==> config.mk <==
export PLATFORM = sky130hd
export DESIGN_NAME = mem_port_arbiter
export DESIGN_NICKNAME = d
export VERILOG_FILES = /design/src/rtl/mem_arb_pkg.sv /design/src/rtl/arb_req_latch.sv /design/src/rtl/mem_port_arbiter.sv
export SDC_FILE = /design/constraint.sdc
export NUM_CORES = 1
export LEC_CHECK = 0
export CAP_MARGIN = 5
export CORE_MARGIN = 2
export CORE_UTILIZATION = 45
export CTS_BUF_LIST = sky130_fd_sc_hd__clkbuf_16
export DETAILED_ROUTE_END_ITERATION = 16
export PLACE_DENSITY = 0.78
export SLEW_MARGIN = 5
export SYNTH_ARGS = -nofsm -noshare
export SYNTH_HDL_FRONTEND = slang
export SYNTH_HIERARCHICAL = 1
export SYNTH_SLANG_ARGS = --single-unit
==> constraint.sdc <==
create_clock -name clk -period 2.15 [get_ports clk]
set_input_delay 0.215 -clock clk [delete_from_list [all_inputs] [get_ports clk]]
set_output_delay 0.215 -clock clk [all_outputs]
set_load 0.03 [all_outputs]
==> src/rtl/mem_arb_pkg.sv <==
// mem_arb_pkg: shared types and constants for the imem/dmem memory port arbiter.
package mem_arb_pkg;
  localparam int MEM_ADDR_W = 32;
  localparam int MEM_DATA_W = 32;
  localparam int MEM_MASK_W = MEM_DATA_W / 8;
  localparam bit CH_I = 1'b0;
  localparam bit CH_D = 1'b1;
  typedef enum logic [1:0] {IDLE, WAIT_I, WAIT_D} arb_state_t;
  typedef struct packed {
    logic [MEM_ADDR_W-1:0] addr;
    logic [MEM_MASK_W-1:0] rmask;
    logic [MEM_MASK_W-1:0] wmask;
    logic [MEM_DATA_W-1:0] wdata;
    logic                  valid;
  } mem_req_t;
endpackage

==> src/rtl/arb_req_latch.sv <==
// arb_req_latch: per-channel pending request register with protocol-violation detect.
module arb_req_latch
  import mem_arb_pkg::*;
(
  input  logic                  clk,
  input  logic                  rst,
  input  logic [MEM_ADDR_W-1:0] addr,
  input  logic [MEM_MASK_W-1:0] rmask,
  input  logic [MEM_MASK_W-1:0] wmask,
  input  logic [MEM_DATA_W-1:0] wdata,
  input  logic                  busy,
  input  logic                  clr,
  output mem_req_t              req,
  output logic                  viol
);
  logic new_req, occupied;
  assign new_req = |rmask || |wmask;
  // a pending entry being issued this cycle frees the slot for a new request
  assign occupied = (req.valid && !clr) || busy;
  assign viol = new_req && (occupied || (|rmask && |wmask));
  always_ff @(posedge clk) begin
    if (rst)
      req <= '0;
    else if (new_req && !viol)
      req <= '{addr: addr, rmask: rmask, wmask: wmask, wdata: wdata, valid: 1'b1};
    else if (clr)
      req.valid <= 1'b0;
  end
endmodule

==> src/rtl/mem_port_arbiter.sv <==
// mem_port_arbiter: shares one pipelined memory port between imem and dmem channels.
// Define ARB_RR_EN for round-robin priority; default is fixed dmem-over-imem.
module mem_port_arbiter
  import mem_arb_pkg::*;
#(
  parameter int ADDR_W = MEM_ADDR_W,
  parameter int DATA_W = MEM_DATA_W
) (
  input  logic                clk,
  input  logic                rst,
  input  logic [ADDR_W-1:0]   imem_addr,
  input  logic [DATA_W/8-1:0] imem_rmask,
  output logic [DATA_W-1:0]   imem_rdata,
  output logic                imem_resp,
  input  logic [ADDR_W-1:0]   dmem_addr,
  input  logic [DATA_W/8-1:0] dmem_rmask,
  input  logic [DATA_W/8-1:0] dmem_wmask,
  input  logic [DATA_W-1:0]   dmem_wdata,
  output logic [DATA_W-1:0]   dmem_rdata,
  output logic                dmem_resp,
  output logic [ADDR_W-1:0]   mem_addr,
  output logic [DATA_W/8-1:0] mem_rmask,
  output logic [DATA_W/8-1:0] mem_wmask,
  output logic [DATA_W-1:0]   mem_wdata,
  input  logic [DATA_W-1:0]   mem_rdata,
  input  logic                mem_resp,
  output logic                error
);
  arb_state_t state_q, state_d;
  mem_req_t pi, pd, win;
  logic issue, win_ch, viol_i, viol_d;
  logic [ADDR_W-1:0] addr_q;
  logic [DATA_W-1:0] wdata_q;

  arb_req_latch u_latch_i (
    .clk(clk), .rst(rst),
    .addr(imem_addr), .rmask(imem_rmask), .wmask('0), .wdata('0),
    .busy(state_q == WAIT_I && !mem_resp),
    .clr(issue && win_ch == CH_I),
    .req(pi), .viol(viol_i)
  );

  arb_req_latch u_latch_d (
    .clk(clk), .rst(rst),
    .addr(dmem_addr), .rmask(dmem_rmask), .wmask(dmem_wmask), .wdata(dmem_wdata),
    .busy(state_q == WAIT_D && !mem_resp),
    .clr(issue && win_ch == CH_D),
    .req(pd), .viol(viol_d)
  );

`ifdef ARB_RR_EN
  logic last_q;
  assign win_ch = (pd.valid && (!pi.valid || last_q == CH_I)) ? CH_D : CH_I;
  always_ff @(posedge clk) begin
    if (rst)
      last_q <= CH_I;
    else if (issue)
      last_q <= win_ch;
  end
`else
  assign win_ch = pd.valid ? CH_D : CH_I;
`endif

  assign win = (win_ch == CH_D) ? pd : pi;

  always_ff @(posedge clk) begin
    if (rst) begin
      state_q <= IDLE;
      addr_q  <= '0;
      wdata_q <= '0;
      error   <= 1'b0;
    end else begin
      state_q <= state_d;
      if (issue) begin
        addr_q  <= win.addr;
        wdata_q <= win.wdata;
      end
      if (viol_i || viol_d || (state_q == IDLE && mem_resp))
        error <= 1'b1;
    end
  end

  // a response completes the in-flight request; the next issue waits one cycle in IDLE
  always_comb begin
    state_d   = state_q;
    issue     = 1'b0;
    imem_resp = 1'b0;
    dmem_resp = 1'b0;
    if (!rst) begin
      if (state_q == IDLE && (pi.valid || pd.valid)) begin
        issue   = 1'b1;
        state_d = (win_ch == CH_D) ? WAIT_D : WAIT_I;
      end else if (state_q == WAIT_I && mem_resp) begin
        imem_resp = 1'b1;
        state_d   = IDLE;
      end else if (state_q == WAIT_D && mem_resp) begin
        dmem_resp = 1'b1;
        state_d   = IDLE;
      end
    end
  end

  assign mem_rmask  = issue ? win.rmask : '0;
  assign mem_wmask  = issue ? win.wmask : '0;
  assign mem_addr   = issue ? win.addr : addr_q;
  assign mem_wdata  = issue ? win.wdata : wdata_q;
  assign imem_rdata = mem_rdata;
  assign dmem_rdata = mem_rdata;
endmodule

==> impl_metrics.yaml, run 1 <==
yosys:
  post_synth_main_area_contributors: "dfxtp_1, nand2b_1, mux2i_1, mux2_2, buf_4"
  yosys.cell_types.count: 32
  arithmetic_cell_share_of_the_synthesized_area_counting_full_adders_half_adders_and_majority_gates_pct: 0.1835
  yosys-mux-area-fraction_pct: 19.82
  synth.top_cell.area_share_pct: 39.10
  synth_compound_gate_area_share_pct: 6.895
  synth_top_family_by_area: "simple AND/OR/NAND/NOR gates"
  synth_xor_area_share_pct: 0.1606
  asyncSetResetFlopFracSynth_pct: 0
  synth-edff-count: 0
  synth.avg_cell_area_um2: 9.290
  synthesis.instances: 1174
  post_synth_and_or_nand_nor_area_fraction_pct: 23.83
  synth.cell_area_um2: 10910
  library_cell_occupying_the_most_area_in_the_post_synthesis_netlist: "dfxtp_1"
  ys.warnings.count: 6
  synth-seq-cells: 213
  synthFlopType: "dfxtp_1"
  synth.yosys.seq_area_share_pct: 39.10
routing:
  drt_first_iter_violations: 567
  avgViaCountPerCell: 5.050
  routed-via-count: 8525
  avgRoutedWirePerCell_um: 17.89
  detail-route-antenna-nets: 0
  route.final.wire_length_um: 30190
  detail_route.drc_violations: 0
  drt_pre_antenna_iters: 5
global_route:
  antenna_violations_before_repair: 1
  grt_start_max_net_pins: 255
  grt-ovfl-total: 0
  via_count_of_the_first_global_routing_pass: 8279
  grt_use_total_pct: 20.93
  grt_first_pass_wirelength_um: 43820
die:
  core_um2: 23610
  fp.dieH_um: 159.7
  top_level_ports: 282
  floorplan.die_area_um2: 25500
  placement_rows: 56
  die_w_um: 159.7
  initial_core_utilization_pct: 46.19
power:
  share_clk_of_total_power_pct: 39.8
  power_switching_share_pct: 26.41
  power_per_cell_area_nw_per_um2: 653.2
  worst_ir_drop_vdd_mv: 0.5128
  cell_internal_pwr_uw: 7081
  power.share.combinational_pct: 17.1
  netSwitchingPower_uw: 2542
  seqPwrFrac_pct: 43.1
  post-layout-total-power_uw: 9623
  reported_leakage_power_uw: 0.005753
clock_tree:
  tritoncts: "yes"
  numClockSinks: 213
  cts-root-to-sink-buffers: 3
  clk_transition_reported_paths_ps: 60
  cts-hold-fix-buffers: 0
  cts_made_buffers: 24
  insertion_delay_of_the_later_clocked_pin_in_the_worst_skew_pair_ps: 520
  clock-root-buffer: "clkbuf_16"
  h-tree-depth: 1
timing:
  skew_ps: 5.176
  tightestPinTransition_ps: 820.7
  slew-limit-headroom_pct: 45.28
  timing.final.setup_violations: 73
  hold_violations: 0
  final.period_utilization_pct: 107.6
  grt_setup_unrepaired: "true"
  min_period_ps: 2313
  final-max-slew-violation-count: 0
  fmax_ghz: 0.4324
  finalWorstSetupSlack_ps: -162.8
critical_path:
  critical_path_class: "register to output port"
  cp_cell_sequence: "or3_4, buf_16, o21ai_2, nand2_1, buf_4"
  timing.critical_path.fanout_max: 32
  critPathSlowestCell: "or3_4"
  setup.worst_path.start_class: "register"
  worst-endpoint-required_ps: 1930
  worst_path_dominant_cell_family: "simple AND/OR/NAND/NOR gates"
  critPathMaxStageDelay_ps: 480
  worstSetupEndpointType: "output port"
  cp_num_buf_inv: 2
  critPathArrivalTime_ps: 2100
layout:
  num-nets-final: 1497
  nFillCells: 1893
  layout-area-overhead-vs-synth_pct: 35.08
  fraction_of_layout_cells_with_a_size_suffix_above_1_pct: 26.32
placed_design:
  final_hpwl_dp_um: 15540
  placement.io_buffers: 185
  routabilityCongestion: 0.8007
  dpl_worst_slack_ps: -132.5
worst_hold_path:
  hold_path_class: "input pin to register"
outcome:
  violations_in_the_final_reports: "setup timing"
  status: "finished with violations"
run:
  max-cap-violations: 0
==> sequential cells by signal (all words and copies together) (netlist names) <==
| register | cells |
|---|---|
| addr_q | 32 |
| u_latch_d/req | 73 |
| wdata_q | 32 |
| u_latch_i/req | 73 |
| state_q | 2 |
| error | 1 |
==> layout make-up <==
type                       count  area (um^2)  area share [%]
sequential                   213         4277           29.03
timing repair buffer         266         3010           20.43
clock buffer                  25        625.6           4.246
clock inverter                15        95.09          0.6454
antenna                        1        2.502         0.01699
multi-input combinational    843         6301           42.77
tap                          319        399.1           2.709
inverter                       6        22.52          0.1529
==> metrics by stage <==
| stage | TNS, ps | cells | utilization [%] | cell area, um^2 | hold slack, ps |
|---|---|---|---|---|---|
| finish | -7630 | 1688 | 62.39 | 14730 | 263.5 |
| floorplan | 0 | 1213 | - | 11080 | 327.1 |
| global route | -11180 | 1687 | 62.38 | 14730 | 263.6 |
| detailed placement | -1208 | 1584 | 52.69 | 12440 | 430.3 |
| CTS | -7395 | 1650 | 58.50 | 13810 | 243.2 |
| global placement | -536.3 | 1584 | 52.69 | 12440 | 430.3 |
==> power groups by stage <==
| stage | logic, uW | clock network, uW | registers [uW] |
|---|---|---|---|
| floorplan | 1010 | 0 | 4200 |
| CTS | 1410 | 3900 | 4140 |
| global placement | 1180 | 0 | 4220 |
| finish | 1650 | 3830 | 4150 |
| global route | 1740 | 4060 | 4160 |
| detailed placement | 1190 | 0 | 4220 |
==> synthesized netlist by cell type (3+ instances only) <==
cell type and count:
nand2b_1 292, inv_1 6, nor2_1 6, mux2i_1 144, nand2_1 65, clkbuf_1 64
buf_12 14, nand3_1 64, dfxtp_1 213, buf_4 65, a21oi_1 66, buf_1 3
nor4_2 4, a22o_1 8, o21ai_0 67, mux2_2 64, buf_2 7
==> path summary, 6_finish.rpt <==
path	startpoint	end	slack, ps	cells after the start
worst max-delay path	state_q[0]	mem_addr[8]	-160	5
worst min-delay path	dmem_wdata[2]	u_latch_d/req[3]	260	3
worst max register to register	state_q[0]	wdata_q[29]	-140	13
worst min register to register	wdata_q[12]	wdata_q[12]	460	2
==> timing repair <==
item / 4_1_cts / 5_1_grt
pin swaps: 15 / 42
endpoints found under the hold margin: 0 / 0
cloned: 9 / 6
endpoints found under the setup margin: 72 / 90
setup buffers: 17 / 31
gates resized for setup: 137 / 119
==> metal layers <==
metal | track usage, % | part of all wire [%] | vias to the layer above
met5 | 0 | 0 | -
met2 | 34.38 | 47 | 238
met3 | 4.338 | 5.5 | 61
met1 | 27.82 | 46 | 4039
li1 | - | - | 4187
met4 | 6.074 | 2.4 | 0
==> logic make-up after synthesis <==
group                    count (synthesis)
XOR/XNOR                                 2
adder cells (fa/ha/maj)                  2
buffers and inverters                  160
other                                    1
multiplexers                           208
AO/OA/AOI/OAI                          143
AND/OR/NAND/NOR                        445
flip-flops                             213
==> placed cells by master, fill, tap and decap left out, drive strengths merged, types with 4 or more instances in the layout <==
master / n
nand2b: 292
inv: 9
dfxtp: 213
clkinv: 11
a21oi: 66
nor4: 4
clkbuf: 31
nand2: 65
mux2i: 144
mux2: 64
o21ai: 67
a22o: 8
nand3: 64
buf: 150
conb: 40
nor2: 11
clkdlybuf4s50: 110
==> worst min-delay path, stage by stage <==
cell and delay, ps:
clkdlybuf4s50_1 390, nand2b_1 60, mux2i_1 60
(Power assumes the default switching activity.)
==> inputs of run 2 (changes only) <==
--- a/config.mk
+++ b/config.mk
@@ -11,6 +11,7 @@
 export CTS_BUF_LIST = sky130_fd_sc_hd__clkbuf_16
 export DETAILED_ROUTE_END_ITERATION = 16
 export PLACE_DENSITY = 0.78
+export SKIP_CTS_REPAIR_TIMING = 1
 export SLEW_MARGIN = 5
 export SYNTH_ARGS = -nofsm -noshare
 export SYNTH_HDL_FRONTEND = slang
==> impl_metrics.yaml, run 2 (synthesis gave the netlist of run 1 again) <==
outcome:
  status: "finished with violations"
  violations_in_the_final_reports: "setup timing"
power:
  power.share.combinational_pct: 14.8
  share_clk_of_total_power_pct: 40.8
  reported_leakage_power_uw: 0.005431
  cell_internal_pwr_uw: 6949
  seqPwrFrac_pct: 44.4
  power_per_cell_area_nw_per_um2: 682.4
  worst_ir_drop_vdd_mv: 0.4941
  netSwitchingPower_uw: 2394
  power_switching_share_pct: 25.62
critical_path:
  timing.critical_path.fanout_max: 32
  critical_path_class: "register to output port"
  critPathArrivalTime_ps: 2090
  setup.worst_path.start_class: "register"
  worstSetupEndpointType: "output port"
  worst-endpoint-required_ps: 1930
clock_tree:
  tritoncts: "yes"
  cts_made_buffers: 24
  clock-root-buffer: "clkbuf_16"
  insertion_delay_of_the_later_clocked_pin_in_the_worst_skew_pair_ps: 520
  h-tree-depth: 1
  numClockSinks: 213
  clk_transition_reported_paths_ps: 60
  cts-root-to-sink-buffers: 3
placed_design:
  dpl_worst_slack_ps: -132.5
  place_area_um2: 12440
  final_hpwl_dp_um: 15540
  routabilityCongestion: 0.8007
  placement.io_buffers: 185
global_route:
  use_met1_pct: 25.01
  grt_use_met2_pct: 31.62
  grt_first_pass_wirelength_um: 40690
  antenna_violations_before_repair: 1
  grt_most_used_layer: "met2"
  grt_use_met3_pct: 4.260
  grt_use_total_pct: 19.08
  grt-ovfl-total: 0
  via_count_of_the_first_global_routing_pass: 7984
  grt_start_max_net_pins: 255
layout:
  fraction_of_layout_cells_with_a_size_suffix_above_1_pct: 20.54
  final_cell_mix: "nand2b_1, dfxtp_1, mux2i_1"
  stdcell_area_um2: 13690
  layout-area-overhead-vs-synth_pct: 25.54
  fin_util_pct: 57.99
  multi_input_comb_area_um2: 5913
  nFillCells: 2030
  final_common_cell: "nand2b_1"
  area_taken_by_flip_flops_and_latches_um2: 4274
  num-nets-final: 1453
  layout_top_registers: "u_latch_d/req x73, u_latch_i/req x73"
routing:
  routed-via-count: 8219
  avgRoutedWirePerCell_um: 16.60
  detail_route.drc_violations: 0
  avgViaCountPerCell: 4.999
  drt_pre_antenna_iters: 5
  detail-route-antenna-nets: 0
  route.final.wire_length_um: 27290
  drt_first_iter_violations: 503
die:
  floorplan.die_area_um2: 25500
  die_w_um: 159.7
  core_um2: 23610
  top_level_ports: 282
  placement_rows: 56
  initial_core_utilization_pct: 46.19
  fp.dieH_um: 159.7
timing:
  min_period_ps: 2301
  timing.final.setup_violations: 72
  skew_ps: 12.61
  finalWorstSetupSlack_ps: -150.9
  final.period_utilization_pct: 107.0
  tightestPinTransition_ps: 853.3
  worst_hold_margin_ps: 234.6
  fmax_ghz: 0.4346
  slew-limit-headroom_pct: 42.98
  final-max-slew-violation-count: 0
  hold_violations: 0
  grt_setup_unrepaired: "true"
  fin_tns_setup_ps: -7248
run:
  max-cap-violations: 0
worst_hold_path:
  hold_path_class: "input pin to register"
-- run 2: routing by layer --
| layer | vias up | wire length [um] |
|---|---|---|
| met3 | 56 | 1686 |
| met2 | 248 | 12500 |
| met4 | 0 | 664 |
| met1 | 3807 | 12440 |
| met5 | - | 0 |
| li1 | 4108 | - |
-- run 2: final cells by class --
class	instances	share of cell area (%)
multi-input cells	842	43.19
flip-flops and latches	213	31.22
repair buffers	223	17.23
clock buffers	25	4.569
well taps	319	2.915
clock inverters	15	0.6945
inverters	6	0.1645
diodes	1	0.01828
-- run 2: final timing paths --
| kind | slack (ps) | start | depth (start not counted) | end |
|---|---|---|---|---|
| max | -150 | state_q[0] | 5 | mem_addr[14] |
| min reg2reg | 460 | addr_q[7] | 2 | addr_q[7] |
| min | 230 | rst | 5 | addr_q[2] |
| max reg2reg | 70 | state_q[0] | 7 | u_latch_i/req[59] |
-- run 2: worst max-delay path, cell delays in order (launching register included) --
cell and delay [ps]:
dfxtp_4 370, or3_4 460, clkbuf_16 260, o21ai_1 210, nand2_1 90, buf_4 180
-- run 2: power by group through the flow --
stage	logic [uW]	registers [uW]	clock network, uW
after floorplan	1010	4200	0
after global placement	1180	4220	0
after detailed placement	1190	4220	0
after CTS	1200	4140	3900
after global routing	1480	4160	4050
final	1380	4150	3810
-- run 2: stage by stage --
stage	cells	total power [uW]
after floorplan	1213	5211
after global placement	1584	5398
after detailed placement	1584	5413
after CTS	1624	9231
after global routing	1643	9690
final	1644	9343
==> inputs of run 3 (changes only) <==
--- a/config.mk
+++ b/config.mk
@@ -6,11 +6,11 @@
 export NUM_CORES = 1
 export LEC_CHECK = 0
 export CAP_MARGIN = 5
-export CORE_MARGIN = 2
-export CORE_UTILIZATION = 45
+export CORE_UTILIZATION = 50
 export CTS_BUF_LIST = sky130_fd_sc_hd__clkbuf_16
+export CTS_CLUSTER_DIAMETER = 150
 export DETAILED_ROUTE_END_ITERATION = 16
-export PLACE_DENSITY = 0.78
+export PLACE_DENSITY = 0.82
 export SKIP_CTS_REPAIR_TIMING = 1
 export SLEW_MARGIN = 5
 export SYNTH_ARGS = -nofsm -noshare
==> constraint.sdc (replaced) <==
create_clock -name clk -period 2.2 [get_ports clk]
set_input_delay 0.22 -clock clk [delete_from_list [all_inputs] [get_ports clk]]
set_output_delay 0.22 -clock clk [all_outputs]
set_load 0.03 [all_outputs]
==> impl_metrics.yaml, run 3 (synthesis gave the netlist of run 1 again) <==
critical_path:
  worstSetupEndpointType: "output port"
  critPathArrivalTime_ps: 2010
  regToRegStartpoint: "state_q[1]"
  regToRegSetupSlack_ps: 50
  setup.worst_path.start_class: "register"
  critical_path_class: "register to output port"
  worst-r2r-cell-count: 7
  worst_r2r_endpoint: "u_latch_i/req[67]"
  timing.critical_path.fanout_max: 16
  worst-endpoint-required_ps: 1980
routing:
  detail_route.drc_violations: 0
  avgRoutedWirePerCell_um: 17.08
  avgViaCountPerCell: 5.155
  drt_first_iter_violations: 469
  detail-route-antenna-nets: 0
  routed-via-count: 8264
  route.final.wire_length_um: 27390
  drt_pre_antenna_iters: 5
layout:
  final_common_cell: "nand2b_1"
  nFillCells: 1729
  multi_input_comb_area_um2: 5954
  fin_util_pct: 64.27
  final_cell_mix: "nand2b_1, dfxtp_1, mux2i_1"
  num-nets-final: 1455
  fraction_of_layout_cells_with_a_size_suffix_above_1_pct: 21.55
  area_taken_by_flip_flops_and_latches_um2: 4270
  layout-area-overhead-vs-synth_pct: 25.04
  post_layout_nonfiller_instances: 1603
  layout_top_registers: "u_latch_d/req x73, u_latch_i/req x73"
  stdcell_area_um2: 13640
global_route:
  antenna_violations_before_repair: 1
  via_count_of_the_first_global_routing_pass: 8031
  grt_start_max_net_pins: 323
  grt_first_pass_wirelength_um: 39230
  grt_use_total_pct: 21.74
  grt-ovfl-total: 0
clock_tree:
  h-tree-depth: 1
  cts-root-to-sink-buffers: 3
  clk_transition_reported_paths_ps: 60
  clock-root-buffer: "clkbuf_16"
  cts_made_buffers: 24
  numClockSinks: 213
  insertion_delay_of_the_later_clocked_pin_in_the_worst_skew_pair_ps: 510
  tritoncts: "yes"
timing:
  timing.final.setup_violations: 17
  final.period_utilization_pct: 101.3
  hold_violations: 0
  min_period_ps: 2229
  fmax_ghz: 0.4486
  slew-limit-headroom_pct: 16.44
  final-max-slew-violation-count: 0
  finalWorstSetupSlack_ps: -29.08
  skew_ps: 9.633
  worst_hold_margin_ps: 225.8
  fin_tns_setup_ps: -154.9
  tightestPinTransition_ps: 1253
  grt_setup_unrepaired: "true"
die:
  placement_rows: 53
  floorplan.die_area_um2: 22410
  fp.dieH_um: 149.7
  die_w_um: 149.7
  initial_core_utilization_pct: 51.40
  core_um2: 21220
  top_level_ports: 282
power:
  reported_leakage_power_uw: 0.005444
  worst_ir_drop_vdd_mv: 0.4878
  power_per_cell_area_nw_per_um2: 669.7
placed_design:
  routabilityCongestion: 0.7758
  final_hpwl_dp_um: 16090
  placed_cells_incl_taps: 1544
  place_area_um2: 12360
  placement.io_buffers: 185
worst_hold_path:
  hold_path_class: "input pin to register"
  min_path_cells: 3
  hold-path-endpoint: "state_q[1]"
  worstHoldStart: "rst"
outcome:
  violations_in_the_final_reports: "setup timing"
  status: "finished with violations"
run:
  max-cap-violations: 0
==> run 3: how the worst max path moves through the flow <==
stage | startpoint | end
floorplan | state_q[1] | error
global placement | dmem_wmask[0] | error
detailed placement | dmem_wmask[0] | u_latch_d/req[43]
CTS | state_q[1] | mem_addr[28]
global route | state_q[0] | mem_wdata[27]
finish | state_q[1] | mem_addr[27]
==> run 3: final cells by class <==
cell class,instances,share of cell area [%]
multi-input combinational,840,43.66
sequential,213,31.31
timing repair buffer,227,17.02
clock buffer,25,4.587
tap,275,2.523
clock inverter,16,0.7156
inverter,6,0.1651
antenna,1,0.01835
==> run 3: layer usage <==
layer	track usage, %	wire, um	vias up
met5	0	0	-
met2	36.41	13010	200
met1	27.67	12030	3885
met4	9.798	1127	0
li1	-	-	4097
met3	3.049	1216	82
==> run 3: where the power goes <==
group | switching, uW | total [uW] | internal, uW
registers | 67.0 | 4050 | 3980
logic | 724 | 1390 | 663
clock network | 1550 | 3700 | 2150
total | 2340 | 9130 | 6800
==> run 3: critical path, stage by stage (launching register included) <==
cell	delay, ps
dfxtp_2	320
or3_4	470
clkbuf_16	250
o21ai_2	170
nand2_1	110
buf_4	180
==> run 3: per-stage QoR <==
stage | power [uW] | setup WS, ps
2_1_floorplan | 5088 | 21.38
5_1_grt | 9440 | -77.67
4_1_cts | 8978 | -379.3
6_report | 9133 | -29.08
3_3_place_gp | 5279 | 119.7
3_5_place_dp | 5288 | 37.26
